File: config.mk
export PLATFORM = sky130hd
export DESIGN_NAME = bcd_countdown_timer
export DESIGN_NICKNAME = d
export VERILOG_FILES = /design/src/rtl/bcd_countdown_timer.sv
export SDC_FILE = /design/constraint.sdc
export NUM_CORES = 1
export LEC_CHECK = 0
export CAP_MARGIN = 30
export CORE_UTILIZATION = 52
export DETAILED_ROUTE_END_ITERATION = 6
export PLACE_DENSITY = 0.95
export SYNTH_ARGS = -nofsm -noshare
export SYNTH_HDL_FRONTEND = slang
export SYNTH_SLANG_ARGS = --single-unit
File: constraint.sdc
create_clock -name i_clk -period 4.8 [get_ports i_clk]
set_input_delay 0.48 -clock i_clk [delete_from_list [all_inputs] [get_ports i_clk]]
set_output_delay 0.48 -clock i_clk [all_outputs]
set_load 0.01 [all_outputs]
File: src/rtl/bcd_countdown_timer.sv
// ============================================================================
// Module      : bcd_countdown_timer
// Description : Two-digit BCD down-counter (99..00) with sanitized parallel
//               load, start/pause control and a one-cycle terminal pulse.
// Revision    : 1.0 - initial release
// ============================================================================
`default_nettype none

module bcd_countdown_timer (
  input  logic       i_clk,
  input  logic       i_reset,
  input  logic       i_load,
  input  logic [7:0] i_load_val,
  input  logic       i_start,
  input  logic       i_pause,
  input  logic       i_tick,
  output logic [7:0] o_count,
  output logic       o_running,
  output logic       o_done
);

  typedef enum logic [1:0] {
    S_IDLE   = 2'd0,
    S_RUN    = 2'd1,
    S_PAUSED = 2'd2,
    S_DONE   = 2'd3
  } state_t;

  localparam logic [7:0] C_ZERO = 8'h00;
  localparam logic [7:0] C_ONE  = 8'h01;

  state_t     r_state;
  logic [7:0] r_count;
  logic       r_running;
  logic       r_done;

  logic [7:0] w_load_san;
  logic [7:0] w_count_dec;

  // Out-of-range digits saturate to 9 so the count is always valid BCD.
  always_comb begin
    w_load_san[7:4] = (i_load_val[7:4] > 4'd9) ? 4'd9 : i_load_val[7:4];
    w_load_san[3:0] = (i_load_val[3:0] > 4'd9) ? 4'd9 : i_load_val[3:0];
  end

  always_comb begin
    w_count_dec = r_count;
    if (r_count != C_ZERO) begin
      if (r_count[3:0] == 4'd0) begin
        w_count_dec = {r_count[7:4] - 4'd1, 4'd9};
      end else begin
        w_count_dec = {r_count[7:4], r_count[3:0] - 4'd1};
      end
    end
  end

  always_ff @(posedge i_clk or posedge i_reset) begin
    if (i_reset) begin
      r_state   <= S_IDLE;
      r_count   <= C_ZERO;
      r_running <= 1'b0;
      r_done    <= 1'b0;
    end else begin
      r_done <= 1'b0;
      case (r_state)
        S_IDLE: begin
          if (i_load) begin
            r_count <= w_load_san;
          end else if (i_start) begin
            if (r_count == C_ZERO) begin
              r_state <= S_DONE;
              r_done  <= 1'b1;
            end else begin
              r_state   <= S_RUN;
              r_running <= 1'b1;
            end
          end
        end
        S_RUN: begin
          if (i_pause) begin
            r_state   <= S_PAUSED;
            r_running <= 1'b0;
          end else if (i_tick) begin
            // Last tick lands on 00 together with the done pulse.
            if (r_count == C_ONE) begin
              r_count   <= C_ZERO;
              r_state   <= S_DONE;
              r_running <= 1'b0;
              r_done    <= 1'b1;
            end else begin
              r_count <= w_count_dec;
            end
          end
        end
        S_PAUSED: begin
          if (i_load) begin
            r_count <= w_load_san;
            r_state <= S_IDLE;
          end else if (i_start) begin
            r_state   <= S_RUN;
            r_running <= 1'b1;
          end
        end
        S_DONE: begin
          if (i_load) begin
            r_count <= w_load_san;
            r_state <= S_IDLE;
          end
        end
        default: begin
          r_state   <= S_IDLE;
          r_running <= 1'b0;
        end
      endcase
    end
  end

  assign o_count   = r_count;
  assign o_running = r_running;
  assign o_done    = r_done;

endmodule

`default_nettype wire

== Word-level counts from Yosys, hierarchy flattened ==
Index checks and enable logic that the tools add are counted.
Storage, ports and cells
  register bits after elaboration: 12
  bits in latches: 0
  bits in writable memories: 0
  memory bits (read-only): 0
  input port bits: 14
  output and inout port bits: 10
  logic and storage cells: 72
  memories kept: 0
Operators by class
  add/subtract/negate cells: 2
  multiply operators: 0
  div/mod/pow operators: 0
  order comparisons: 2
  equal/unequal tests: 18
  shift operators: 0
  mux-type cells: 35
  bitwise operators: 0
  reductions and logical operators: 10
Operators with widths (number)
  8-bit two-way mux: 6
  2-bit two-way mux: 9
  2-bit inequality test (second input constant): 8
  8-bit case mux with 2 select lines: 1
  3-bit inequality test (second input constant): 5
  1-bit two-way mux: 14
  8-bit by 1-bit equality test with 1-bit output (second input constant): 1
  4-bit greater-than comparator (second input constant): 2
  8-bit zero test: 1
  4-bit two-way mux: 2
  2-bit case mux with 4 select lines: 1
  8-bit AND reduction: 1
  8-bit nonzero test: 1
  4-bit by 1-bit subtractor with 4-bit output (second input constant): 2
  6-bit AND reduction: 1
  5-bit AND reduction: 1
  2-bit equality test (second input constant): 2
  4-bit zero test: 1
  4-bit AND reduction: 1
  1-bit case mux with 3 select lines: 1
  3-bit nonzero test: 1
  3-bit OR reduction: 1
  2-bit by 1-bit equality test with 1-bit output (second input constant): 1
  2-bit zero test: 1
  other kinds (2): 2

== Depth between registers and ports, before layout ==
  depth in word-level cells: 7
  gate-level depth with buffers: 7
  depth with buffers taken out: 6

== Worst setup path before layout ==
OpenSTA, ideal clock, no wires.
  path kind: reg2reg
  from: register r_count[0], in the netlist o_count[0]
  to: register r_count[5], in the netlist o_count[5]
  setup time: 125 ps
  arrival: 2005 ps
  data required time: 4675 ps
  slack: 2670 ps
  cell stages (with the launch flop): 8
  path buffers: 1
  period minus slack after synthesis: 2130 ps
  cell sequence: dfrtp_1 inv_1 ha_1 or3b_1 buf_6 nor4b_4 or3_4 mux2_4
Between the ends
  word-level cells in the longest chain between the ends: 5
  elaborated cells between the ends (all ways): 10
  those cells by class: 3 x eq/ne; 4 x mux; 3 x reduce/logical
RTL lines
  from (decl): RTL line 33  | logic [7:0] r_count;
  from (signal assigned): RTL line 68  | r_count <= w_load_san;
  from (signal assigned): RTL line 91  | r_count <= w_count_dec;
  from (signal assigned): RTL line 97  | r_count <= w_load_san;
  8-bit by 1-bit equality test with 1-bit output: RTL line 85  | if (r_count == C_ONE) begin
  8-bit two-way mux: RTL line 85
  8-bit two-way mux: RTL line 83  | end else if (i_tick) begin
  8-bit two-way mux: RTL line 80  | if (i_pause) begin
  8-bit case mux with 2 select lines: RTL line 65  | case (r_state)
Several ways; a longest one is shown, not always the timed one. The select of a mux whose other input is x is not followed.
A chain may end at the register's enable or synchronous reset.

== Worst setup path in the final report ==
  from: register r_state[1]
  to: register r_count[5], in the netlist o_count[5]
Between the ends
  word-level cells in the longest chain between the ends: 4
  elaborated cells between the ends (all ways): 12
  those cells by class: 8 x eq/ne; 1 x mux; 3 x reduce/logical
RTL lines
  from (decl): RTL line 32  | state_t r_state;
  from (signal assigned): RTL line 59  | r_state <= S_IDLE;
  from (signal assigned): RTL line 71  | r_state <= S_DONE;
  from (signal assigned): RTL line 74  | r_state <= S_RUN;
  2-bit equality test or 2-bit zero test (tied branches): RTL line 65
  3-bit OR reduction (no line)
  2-bit by 1-bit inequality test with 1-bit output (no line)
  5-bit AND reduction (no line)
Several ways; a longest one is shown, not always the timed one.

==> impl_metrics.tcl <==
set metrics [dict create \
    leakage_nw 0.544 \
    pin_count 24 \
    synth.net_count 136 \
    grt_usage_pct 26.6 \
    antenna_cells 0 \
    drt_pass1_iterations 4 \
    worstSetupPathType "reg2reg" \
    worstPathRequired_ns 4.97 \
    ctsHoldBuffers 0 \
    synth_top_area_share_pct 30.2 \
    final-setup-viol-count 0 \
    antenna_left 0 \
    initial_utilization_pct 56.5 \
    ctsResizeCount 0 \
    cpLargestDelayFamily "simple AND/OR/NAND/NOR gates" \
    cp-start-kind "flip-flop" \
    grt_start_max_net_pins 13 \
    critPathMaxStageDelay_ns 0.52 \
    worst_path_most_repeated_cell "inv_1" \
    die-width_um 45.8 \
    r2r-start "r_state[1]" \
    critical_path.cell_chain "inv_1 > ha_1 > inv_1 > nor4b_4 > or3_4 > mux2_4" \
    first_global_vias 868 \
    ys_ff_latch 12 \
    syn_inst 114 \
    cts-root-buf "clkbuf_4" \
    fin_setup_tns_ns 0 \
    post_cts_buffers 0 \
    arrival_ns 2.53 \
    vias 988 \
    slew_headroom_pct 66.9 \
    reg2reg_slack_ns 2.44 \
    rsz0062_at_grt "no" \
    placed_cells 159 \
    io_buffers 23 \
    min_period_ns 2.36 \
    cts_tree "done" \
    whs_ns 0.509 \
    maxCapViolCount 0 \
    cp_num_buf_inv 2 \
    end_kind "flip-flop" \
    clkSinkCount 12 \
    async_flop_share_pct 100 \
    slew_violations 0 \
    crit_slowest_cell "nor4b_4" \
    dieArea_mm2 0.00209 \
    cts_buffer_depth 2 \
    peakVddDrop_v 0.000351 \
    grt_pass1_wl_um 3880 \
    clkTransAtPathRegs_ns 0.08 \
    p_per_area_mw_per_mm2 627 \
    dp_hpwl_um 1860 \
    antenna_found_initial 0 \
    area_growth_pct 27.8 \
    coreArea_mm2 0.00176 \
    grt_overflow 0 \
    syn_area_um2 996 \
    stdcell_count 163 \
    fmax_mhz 425 \
    hold_path.class "in2async" \
    layout.nets 161 \
    yosysUniqueCellTypes 37 \
    synth-main-ff-cell "dfrtp_1" \
    drive_above_1_share_pct 8.70 \
    via_per_inst 6.06 \
    post-route-drc-count 0 \
    ys_top_cells_by_area "dfrtp_1 30%, ha_1 10%, o21ai_0 5.5%" \
    yosysWarningCount 0 \
    critPathMaxFanout 11 \
    yosys.area.top_type "dfrtp_1" \
    htree_levels 1 \
    yosysMostFrequentCell "inv_1" \
    worst-slew-pin-transition_ns 0.491 \
    timing.final.crit_share_pct 49.1 \
    fp-row-count 15 \
    finalHoldViolations 0 \
    wirelength_um 2450 \
    status "completed" \
    fin_worst_skew_ns 0.00224 \
    startpoint "r_state[1]" \
    die_h_um 45.8 \
    syn_area_per_cell_um2 8.74 \
    power_mw 0.798 \
    synthTopCellsByCount "14 x inv_1, 12 x dfrtp_1, 11 x o21ai_0, 9 x nor2_1, 8 x ha_1" \
    nFillCells 142 \
    clock_latency_ns 0.28 \
    synth_edf_count 0 \
    cts_buffers 3 \
    place.gp.congestion 0.930 \
    ys_seq_area_share_pct 30.2 \
    first_iter_violations 60 \
    drt-wirelength-per-cell_um 15.0 \
]
==> through the flow <==
stage / worst slack [ns] / area, um2 / util, %
floorplan: 2.67 / 996 / -
global placement: 2.56 / 1240 / 70.1
detailed placement: 2.51 / 1240 / 70.1
CTS: 2.48 / 1270 / 72.1
global route: 2.32 / 1270 / 72.1
finish: 2.44 / 1270 / 72.1
==> sequential cells by signal (all words and copies together), names as in the netlist <==
signal / count
o_running: 1
r_state: 2
o_done: 1
o_count: 8
==> area by class of cell <==
cell class                 count  area, um2  area share [%]
clock buffer                   4       36.3            2.85
inverter                      14       52.6            4.13
multi-input combinational     85        622            48.9
sequential                    12        300            23.6
tap                           25       31.3            2.46
timing repair buffer          23        230            18.1
==> final timing paths <==
check | cells after the start | endpoint
max reg2reg | 6 | o_count[5]
max | 6 | o_count[5]
min in group i_clk | 2 | o_running
min | 2 | o_running
min reg2reg | 2 | o_running
max in group asynchronous | 2 | o_count[1]
==> metal layers <==
| layer | vias to the layer above | global-route usage, % | wire length [um] |
|---|---|---|---|
| li1 | 467 | - | - |
| met1 | 443 | 32.6 | 978 |
| met2 | 61 | 44.0 | 1160 |
| met3 | 17 | 4.37 | 213 |
| met4 | 0 | 14.7 | 96 |
| met5 | - | 0 | 0 |
==> cell families (layout without fill, tap and decap cells) <==
group | after synthesis | after routing | synth area share (%)
AO/OA/AOI/OAI | 39 | 39 | 26.3
AND/OR/NAND/NOR | 34 | 34 | 21.6
buffers and inverters | 17 | 41 | 7.41
flip-flops | 12 | 12 | 30.2
adder cells (fa/ha/maj) | 8 | 8 | 10.1
multiplexers | 4 | 4 | 4.52
==> cell usage in the layout (no fill, tap or decap), drive strengths merged, types with 2 or more instances in the layout <==
cell           synthesis  layout
or3                    2       2
dfrtp                 12      12
a211oi                 2       2
clkbuf                 0       4
nand2b                 2       2
nor3                   3       3
ha                     8       8
o21bai                 3       3
o22ai                  2       2
or4                    2       2
nand3                  3       3
nor2                   9       9
a22oi                  2       2
mux2i                  3       3
o21ai                 11      11
inv                   14      14
a21oi                  4       4
o31ai                  2       2
nand2                  4       4
a31oi                  3       3
nor2b                  3       3
clkdlybuf4s50          0      23
a32oi                  3       3
==> report_power, final <==
part           switching [mW]  internal [mW]  leakage [nW]  total (mW)
logic                   0.274          0.244         0.373       0.517
registers              0.0518          0.146         0.150       0.198
clock network          0.0371         0.0462        0.0210      0.0833
total                   0.363          0.436         0.544       0.798
Note: power is estimated with default switching activity, not from simulation.
